===== src/rtl/adc_pkg.sv =====
// Shared types and frame constants for the ADC128S022-style SPI sampler.
// The state enum, the frame geometry and the address-bit helper are used by the top and the ticker.
package adc_pkg;

  typedef enum logic [1:0] {
    IDLE,
    SETUP,
    SHIFT,
    QUIET
  } adc_state_t;

  localparam int ADC_FRAME_BITS   = 16;
  localparam int ADC_LEAD_ZEROS   = 4;
  localparam int ADC_DATA_W       = 12;
  localparam int ADC_ADDR_MSB_POS = 2;
  localparam int ADC_HALF_PERIODS = 2 * ADC_FRAME_BITS;

  // Address word bit for frame position bit_pos: channel MSB..LSB sit at positions 2..4.
  function automatic logic addr_bit(input logic [2:0] chan, input logic [3:0] bit_pos);
    logic b;
    int   pos;
    b   = 1'b0;
    pos = int'(bit_pos);
    if (pos >= ADC_ADDR_MSB_POS && pos <= ADC_ADDR_MSB_POS + 2)
      b = chan[2'(ADC_ADDR_MSB_POS + 2 - pos)];
    return b;
  endfunction

endpackage


===== src/rtl/half_period_ticker.sv =====
// Divides sysclk into SCLK half-periods and counts half-periods within the SHIFT phase.
// The FSM clears both counters when it accepts a new request.
module half_period_ticker
  import adc_pkg::*;
#(
  parameter int CLK_DIV = 25
) (
  input  logic       sysclk,
  input  logic       rst_n,
  input  logic       restart,
  input  logic       run,
  input  logic       shift_en,
  output logic       tick,
  output logic [4:0] half_idx
);

  localparam logic [7:0] TERM = 8'(CLK_DIV - 1);

  logic [7:0] div_cnt;

  assign tick = run && (div_cnt == TERM);

  // div_cnt stays at zero while idle so every phase starts with a full CLK_DIV window.
  always_ff @(posedge sysclk) begin
    if (!rst_n || restart) begin
      div_cnt  <= '0;
      half_idx <= '0;
    end else if (run) begin
      if (tick) begin
        div_cnt <= '0;
        if (shift_en)
          half_idx <= half_idx + 5'd1;
      end else begin
        div_cnt <= div_cnt + 8'd1;
      end
    end
  end

endmodule


===== src/rtl/adc_spi_sampler.sv =====
// SPI master for a 12-bit, 8-channel serial ADC with 16-SCLK frames.
// One conversion per request, or back-to-back frames while continuous is held high.
module adc_spi_sampler
  import adc_pkg::*;
#(
  parameter int CLK_DIV = 25
) (
  input  logic        sysclk,
  input  logic        rst_n,
  input  logic        start,
  input  logic        continuous,
  input  logic [2:0]  channel,
  input  logic        adc_dout,
  output logic        adc_cs_n,
  output logic        adc_sclk,
  output logic        adc_din,
  output logic [11:0] data_ad,
  output logic        valid,
  output logic        busy
);

  if (CLK_DIV < 2 || CLK_DIV > 255) begin : g_bad_clk_div
    $error("adc_spi_sampler: CLK_DIV must be within 2..255");
  end

  if (ADC_LEAD_ZEROS + ADC_DATA_W != ADC_FRAME_BITS) begin : g_bad_frame
    $error("adc_spi_sampler: frame geometry is inconsistent");
  end

  adc_state_t                  state, state_d;
  logic                        cs_n_d, sclk_d, din_d, valid_d, busy_d;
  logic [ADC_DATA_W-1:0]       data_d;
  logic [ADC_FRAME_BITS-1:0]   shift_q, shift_d;
  logic [2:0]                  chan_q, chan_d;
  logic                        accept, want;
  logic                        tick;
  logic [4:0]                  half_idx, next_half;

  half_period_ticker #(
    .CLK_DIV(CLK_DIV)
  ) u_ticker (
    .sysclk  (sysclk),
    .rst_n   (rst_n),
    .restart (accept),
    .run     (state != IDLE),
    .shift_en(state == SHIFT),
    .tick    (tick),
    .half_idx(half_idx)
  );

  assign want      = start || continuous;
  assign next_half = half_idx + 5'd1;

  // The end of QUIET doubles as an accept point so continuous frames repeat every 34 half-periods.
  always_comb begin
    state_d = state;
    cs_n_d  = adc_cs_n;
    sclk_d  = adc_sclk;
    din_d   = adc_din;
    data_d  = data_ad;
    valid_d = 1'b0;
    busy_d  = busy;
    shift_d = shift_q;
    chan_d  = chan_q;
    accept  = 1'b0;

    case (state)
      IDLE: begin
        if (want)
          accept = 1'b1;
      end
      SETUP: begin
        if (tick) begin
          state_d = SHIFT;
          sclk_d  = 1'b0;
          din_d   = addr_bit(chan_q, 4'd0);
        end
      end
      SHIFT: begin
        if (tick) begin
          if (half_idx == 5'(ADC_HALF_PERIODS - 1)) begin
            state_d = QUIET;
            cs_n_d  = 1'b1;
            sclk_d  = 1'b1;
            din_d   = 1'b0;
            data_d  = shift_q[ADC_DATA_W-1:0];
            valid_d = 1'b1;
          end else if (!next_half[0]) begin
            sclk_d = 1'b0;
            din_d  = addr_bit(chan_q, next_half[4:1]);
          end else begin
            sclk_d  = 1'b1;
            shift_d = {shift_q[ADC_FRAME_BITS-2:0], adc_dout};
          end
        end
      end
      QUIET: begin
        if (tick) begin
          if (want) begin
            accept = 1'b1;
          end else begin
            state_d = IDLE;
            busy_d  = 1'b0;
          end
        end
      end
      default: state_d = IDLE;
    endcase

    if (accept) begin
      state_d = SETUP;
      cs_n_d  = 1'b0;
      sclk_d  = 1'b1;
      din_d   = 1'b0;
      busy_d  = 1'b1;
      chan_d  = channel;
    end
  end

  // All pins are registered; reset abandons any partial frame without a strobe.
  always_ff @(posedge sysclk) begin
    if (!rst_n) begin
      state    <= IDLE;
      adc_cs_n <= 1'b1;
      adc_sclk <= 1'b1;
      adc_din  <= 1'b0;
      data_ad  <= '0;
      valid    <= 1'b0;
      busy     <= 1'b0;
      shift_q  <= '0;
      chan_q   <= '0;
    end else begin
      state    <= state_d;
      adc_cs_n <= cs_n_d;
      adc_sclk <= sclk_d;
      adc_din  <= din_d;
      data_ad  <= data_d;
      valid    <= valid_d;
      busy     <= busy_d;
      shift_q  <= shift_d;
      chan_q   <= chan_d;
    end
  end

endmodule


===== config.mk =====
export PLATFORM = sky130hd
export DESIGN_NAME = adc_spi_sampler
export DESIGN_NICKNAME = d
export VERILOG_FILES = /design/src/rtl/adc_pkg.sv /design/src/rtl/half_period_ticker.sv /design/src/rtl/adc_spi_sampler.sv
export SDC_FILE = /design/constraint.sdc
export NUM_CORES = 1
export LEC_CHECK = 0
export CAP_MARGIN = 20
export CORE_ASPECT_RATIO = 0.9
export CORE_MARGIN = 4
export CORE_UTILIZATION = 56
export DETAILED_ROUTE_END_ITERATION = 12
export DONT_BUFFER_PORTS = 1
export PLACE_DENSITY = 0.83
export SYNTH_ARGS = -nofsm -noshare
export SYNTH_HDL_FRONTEND = slang
export SYNTH_SLANG_ARGS = --single-unit
export TNS_END_PERCENT = 1

===== constraint.sdc =====
create_clock -name sysclk -period 1.9 [get_ports sysclk]
set_clock_uncertainty 0.1 [all_clocks]
set_input_delay 0.19 -clock sysclk [delete_from_list [all_inputs] [get_ports sysclk]]
set_output_delay 0.19 -clock sysclk [all_outputs]
set_load 0.05 [all_outputs]

[Yosys cells after proc, flatten, opt, wreduce, memory -nomap -nowiden]
Cells that the tools add are included.
Word-level totals
  flip-flop bits (word level): 47
  bits of input ports: 8
  logic and storage cells: 95
  output and inout bits: 17
Operators by class
  add/sub/neg operators: 3
  muxes and demuxes: 33
  magnitude comparators: 3
  bitwise logic cells: 2
  eq/ne operators: 17
  reduce and logical (&&, ||, !) cells: 25
Operator list (count)
  2-to-1 mux 1 bit: 22
  AND reduction 3 bit: 6
  inequality test 3 x 2 -> 1 bit (second input constant): 5
  AND reduction 6 bit: 2
  nonzero test 2 bit: 6
  2-to-1 mux 2 bit: 5
  inequality test 2 bit (second input constant): 5
  adder 8 x 1 -> 8 bit (second input constant): 1
  == test 8 x 5 -> 1 bit (second input constant): 1
  2-to-1 mux 8 bit: 1
  AND reduction 4 bit: 2
  case mux 1 bit (2 select lines): 3
  case mux 2 bit (3 select lines): 1
  adder 5 x 1 -> 5 bit (second input constant): 1
  == test 5 bit (second input constant): 1
  == test 2 bit (second input constant): 2
  greater-or-equal comparator 4 x 2 -> 1 bit (second input constant): 1
  <= comparator 4 x 3 -> 1 bit (second input constant): 1
  less-than comparator 2 x 4 -> 1 bit (second input constant): 1
  nonzero test 4 bit: 1
  inequality test 3 bit (second input constant): 1
  nonzero test 3 bit: 1
  binary-select mux 1 bit (select 2 bit): 1
  == test 2 x 1 -> 1 bit (second input constant): 1
  8 further kinds: 11

[Longest topological paths before layout]
  word-level depth: 10
  depth in mapped cells: 8
  depth with buffers taken out: 7

[By module]
A second synthesis with hierarchy kept.
Second synthesis, totals
  cell total of the unflattened synthesis: 266
  area total of the unflattened synthesis: 2217.1 µm²
By module, submodules not included
  adc_spi_sampler: times used 1, cells an instance 190, area each 1546.5 µm²
  half_period_ticker: times used 1, cells an instance 76, area each 670.6 µm²

[Worst setup path before layout]
No wires, ideal clock.
  path type: register -> register
  from: register u_ticker.half_idx[0]
  to: register shift_q[2]
  required time: 1.672 ns
  buffers on the path: 1
  setup time: 0.128 ns
  clock period less this slack: 2.019 ns
  setup slack: -0.119 ns
  cell stages (with the launch flop): 9
  arrival: 1.792 ns
  path through: dfxtp_1 ha_1 and3_1 ha_1 nor3b_1 nand3_1 buf_2 mux2i_1 nor2_1
Between the ends
  longest elaborated chain between the ends: 3
Ends and longest elaborated chain
  from (decl): RTL line half_period_ticker.sv:14  | output logic [4:0] half_idx
  from (signal assigned): RTL line half_period_ticker.sv:32  | half_idx <= half_idx + 5'd1;
  parallel branches: the longest is 2 deep, another holds adder 5 x 1 -> 5 bit
  AND reduction 4 bit (no line) (*)
  to (signal assigned): RTL line adc_spi_sampler.sv:140  | shift_q <= shift_d;
  to (decl): RTL line adc_spi_sampler.sv:33  | logic [ADC_FRAME_BITS-1:0] shift_q, shift_d;
Mark *: on every way between the ends.
A chain may end at the register's enable or synchronous reset.

[Worst setup path in the final report]
  from: register u_ticker.half_idx[1]
  to: register shift_q[7]
Between the ends
  longest elaborated chain between the ends: 3
Ends and longest elaborated chain
  == test 5 bit: RTL line adc_spi_sampler.sv:81  | if (half_idx == 5'(ADC_HALF_PERIODS - 1)) begin
  NOT 1 bit (no line)
  AND reduction 4 bit (no line)
No other way between the ends.

==> impl_metrics.yaml <==
timing:
  period_needed_ns: 1.92
  worst_slew_pin_slew_ns: 0.573
  fin_ws_ns: -0.0217
  finalHoldViolations: 0
  timing.slew.headroom_pct: 61.8
  finalSetupViolCount: 1
  max_freq_ghz: 0.520
  rsz0062_at_grt: "true"
  drv_slew: 0
  post-route-period-util_pct: 101
synth:
  yosys.area_share.adder_pct: 5.31
  yosysUniqueCellTypes: 40
  ys_seq_area_share_pct: 44.4
  yosys_register_bits: 47
  synth_fp_nets: 244
  syn_area_sq_um: 2120
  synth_top_family_by_area: "simple AND/OR/NAND/NOR gates"
  synth_xor_xnor_area_share_pct: 4.54
  synth.mux.area_fraction_pct: 12.7
  synth-simple-area-share_pct: 22.4
  synth_compound_area_share_pct: 7.43
  postSynthCellCount: 227
  yosys_warnings: 0
  syn-mean-instance-area_sq_um: 9.34
place:
  place_hpwl_microns: 3110
  dp_slack_ns: -0.0981
  place.gp.congestion: 0.888
  dp_cells: 288
  io_buffers: 0
grt:
  grt_usage_pct: 22.8
  grt_pass1_vias: 1791
  grt_max_degree: 31
  grt_pass1_wl_microns: 8410
  antenna_found_initial: 0
  overflow: 0
detailed_routing:
  wl_per_cell_microns: 18.0
  route.vias.total: 1821
  drtIter0Drc: 153
  avgViaCountPerCell: 5.91
  dr.pass1.iters: 4
  wirelength_microns: 5540
  postRouteAntennaNets: 0
  drc: 0
setup_path:
  worstSetupStartpointType: "flop"
  max_stage_delay_ns: 0.33
  crit_slowest_cell: "dfxtp_2"
  crit_fanout: 6
  cp.arrival_ns: 2.00
  critPathCaptureType: "flop"
  cp_data_required_time_ns: 1.98
  crit_chain: "ha_2 -> and3_4 -> ha_4 -> nor3b_2 -> nand3_2 -> buf_12 -> mux2i_2 -> nor2_1"
  worstSetupPathType: "flop to flop"
power_and_ir_drop:
  powerDensity_nw_per_um2: 749
  irDropWorstVdd_uv: 651
  leakage_uw: 0.00124
die:
  start_util_pct: 60.5
  ioPinCount: 25
  num_rows: 20
  fp.coreArea_sq_um: 3500
  fp.dieH_microns: 66.4
  fp.dieArea_sq_um: 4840
  chipWidth_microns: 72.9
worst_hold_path:
  hold_class: "input pin to flop"
clock_network:
  clk_latency_ns: 0.30
  cts_buffer_depth: 2
  cts_tree: "built"
  ctsHtreeMaxLevel: 2
  path_clk_slew_ns: 0.09
  cts-root-buf: "clkbuf_8"
  numCtsBuffers: 5
  clkSinkCount: 47
flow_run:
  max_cap_viol_count: 0
cells_and_area:
  ff_latch_area_sq_um: 951
  fin_cells: 308
  fillCellCount: 227
  area_growth_pct: 30.4
  final_nets: 280
  drive_gt1_share_pct: 26.5
  antenna_cells: 0
  multi_input_area_sq_um: 1240
status:
  violations: "negative setup slack"
  status: "finished with violations"
==> Yosys cell counts (all sizes together) <==
| cell type | instances | area [sq um] |
|---|---|---|
| and2 | 2 | 12.5 |
| and4b | 1 | 10.0 |
| nand3 | 10 | 55.1 |
| and4 | 1 | 8.76 |
| o31ai | 1 | 7.51 |
| ha | 9 | 113 |
| nor4b | 1 | 23.8 |
| and3b | 1 | 8.76 |
| or3b | 1 | 8.76 |
| o21ai | 8 | 40.0 |
| clkbuf | 5 | 18.8 |
| nand3b | 1 | 7.51 |
| a21oi | 10 | 50.1 |
| a41oi | 1 | 8.76 |
| nand4 | 5 | 37.5 |
| dfxtp | 47 | 941 |
| nor2 | 40 | 150 |
| nand2b | 1 | 6.26 |
| xnor2 | 5 | 43.8 |
| or2 | 2 | 12.5 |
| nor2b | 2 | 12.5 |
| o2111ai | 2 | 17.5 |
| or3 | 3 | 18.8 |
| nor3b | 2 | 15.0 |
| xor2 | 6 | 52.6 |
| o41ai | 1 | 8.76 |
| a31oi | 1 | 6.26 |
| buf | 3 | 15.0 |
| nor3 | 1 | 5.00 |
| nand4b | 1 | 8.76 |
| mux2i | 27 | 270 |
| or4 | 1 | 7.51 |
| and3 | 3 | 18.8 |
| o21ba | 1 | 10.0 |
| nor4bb | 1 | 10.0 |
| nand2 | 10 | 37.5 |
| a211o | 1 | 8.76 |
| inv | 9 | 33.8 |
==> routing by layer <==
metal  GRT usage (%)  routed length (microns)  share of wire [%]
met1            26.7                     2220                 40
met2            38.7                     2850                 51
met3            7.90                      348                6.3
met4            7.14                      117                2.1
met5               0                        0                  0
==> flip-flops by register name, summed over array words and instances (netlist names) <==
| register | cells |
|---|---|
| chan_q | 3 |
| shift_q | 12 |
| busy | 1 |
| adc_sclk | 1 |
| u_ticker.div_cnt | 8 |
| adc_cs_n | 1 |
| adc_din | 1 |
| state | 2 |
| u_ticker.half_idx | 5 |
| valid | 1 |
| data_ad | 12 |
==> cells in the final DEF, fill, tap and decap left out, drive strengths merged, types with 2 or more instances in the layout <==
master        n
nor3b         2
nor2b         2
and2          2
a21oi        10
and3          3
xor2          6
o21ai         8
nand3        10
xnor2         5
dfxtp        47
bufinv        2
nor2         40
ha            9
clkbuf        8
nand4         5
mux2i        27
or3           3
dlygate4sd3   5
buf          30
inv           9
o2111ai       2
nand2        10
or2           2
==> layout make-up <==
type | instances | share of cell area [%]
repair buffers | 37 | 12.8
clock inverters | 2 | 2.17
flip-flops and latches | 47 | 34.4
multi-input cells | 163 | 44.8
clock buffers | 6 | 2.62
well taps | 44 | 1.99
inverters | 9 | 1.22
==> worst max-delay path: cells and delay by family (launching register included) <==
family,cells,cell delay [ns]
buf+inv,1,0.19
mux,1,0.20
fa+ha+maj,2,0.36
simple gates,4,0.62
flops,1,0.33
==> report_power, final <==
part	leakage (uW)	switching [uW]	internal (uW)
logic	0.000791	107	81.8
registers	0.000383	31.1	1000
clock network	0.0000654	326	526
total	0.00124	464	1610
==> path summary, 6_finish.rpt <==
check,slack [ns],end,depth (start not counted),start
worst max-delay path,-0.02,shift_q[7]$_SDFFE_PN0P_,8,u_ticker.half_idx[1]$_SDFFE_PP0P_
worst min-delay path,0.02,state[1]$_SDFFE_PP0P_,2,start
worst max register to register,-0.02,shift_q[7]$_SDFFE_PN0P_,8,u_ticker.half_idx[1]$_SDFFE_PP0P_
worst min register to register,0.42,chan_q[0]$_SDFFE_PN0P_,2,chan_q[0]$_SDFFE_PN0P_
==> cell families after synthesis <==
kind of cell / Yosys count
XOR/XNOR: 11
AO/OA/AOI/OAI: 26
buffers and inverters: 17
AND/OR/NAND/NOR: 90
multiplexers: 27
flip-flops: 47
adder cells (fa/ha/maj): 9
==> what timing repair did <==
item | CTS | global route
hold buffers | 5 | 0
buffers inserted | 3 | 2
hold endpoints to repair | 5 | 0
pin swaps | 2 | 8
cloned | 1 | 1
resized for setup | 9 | 24
setup endpoints to repair | 36 | 43
==> per-stage QoR <==
| stage | power (uW) | cell area, sq um | hold WS, ns | util [%] | TNS [ns] |
|---|---|---|---|---|---|
| finish | 2070 | 2770 | 0.0163 | 78.9 | -0.0217 |
| global route | 2130 | 2770 | 0.0262 | 78.9 | -0.509 |
| detailed placement | 1200 | 2360 | 0.169 | 67.4 | -2.11 |
| CTS | 2050 | 2630 | 0.0118 | 75.0 | 0 |
| floorplan | 1140 | 2130 | 0.161 | - | -0.0115 |
| global placement | 1190 | 2360 | 0.171 | 67.4 | 0 |
No activity file was read; power rests on OpenSTA's default activity.
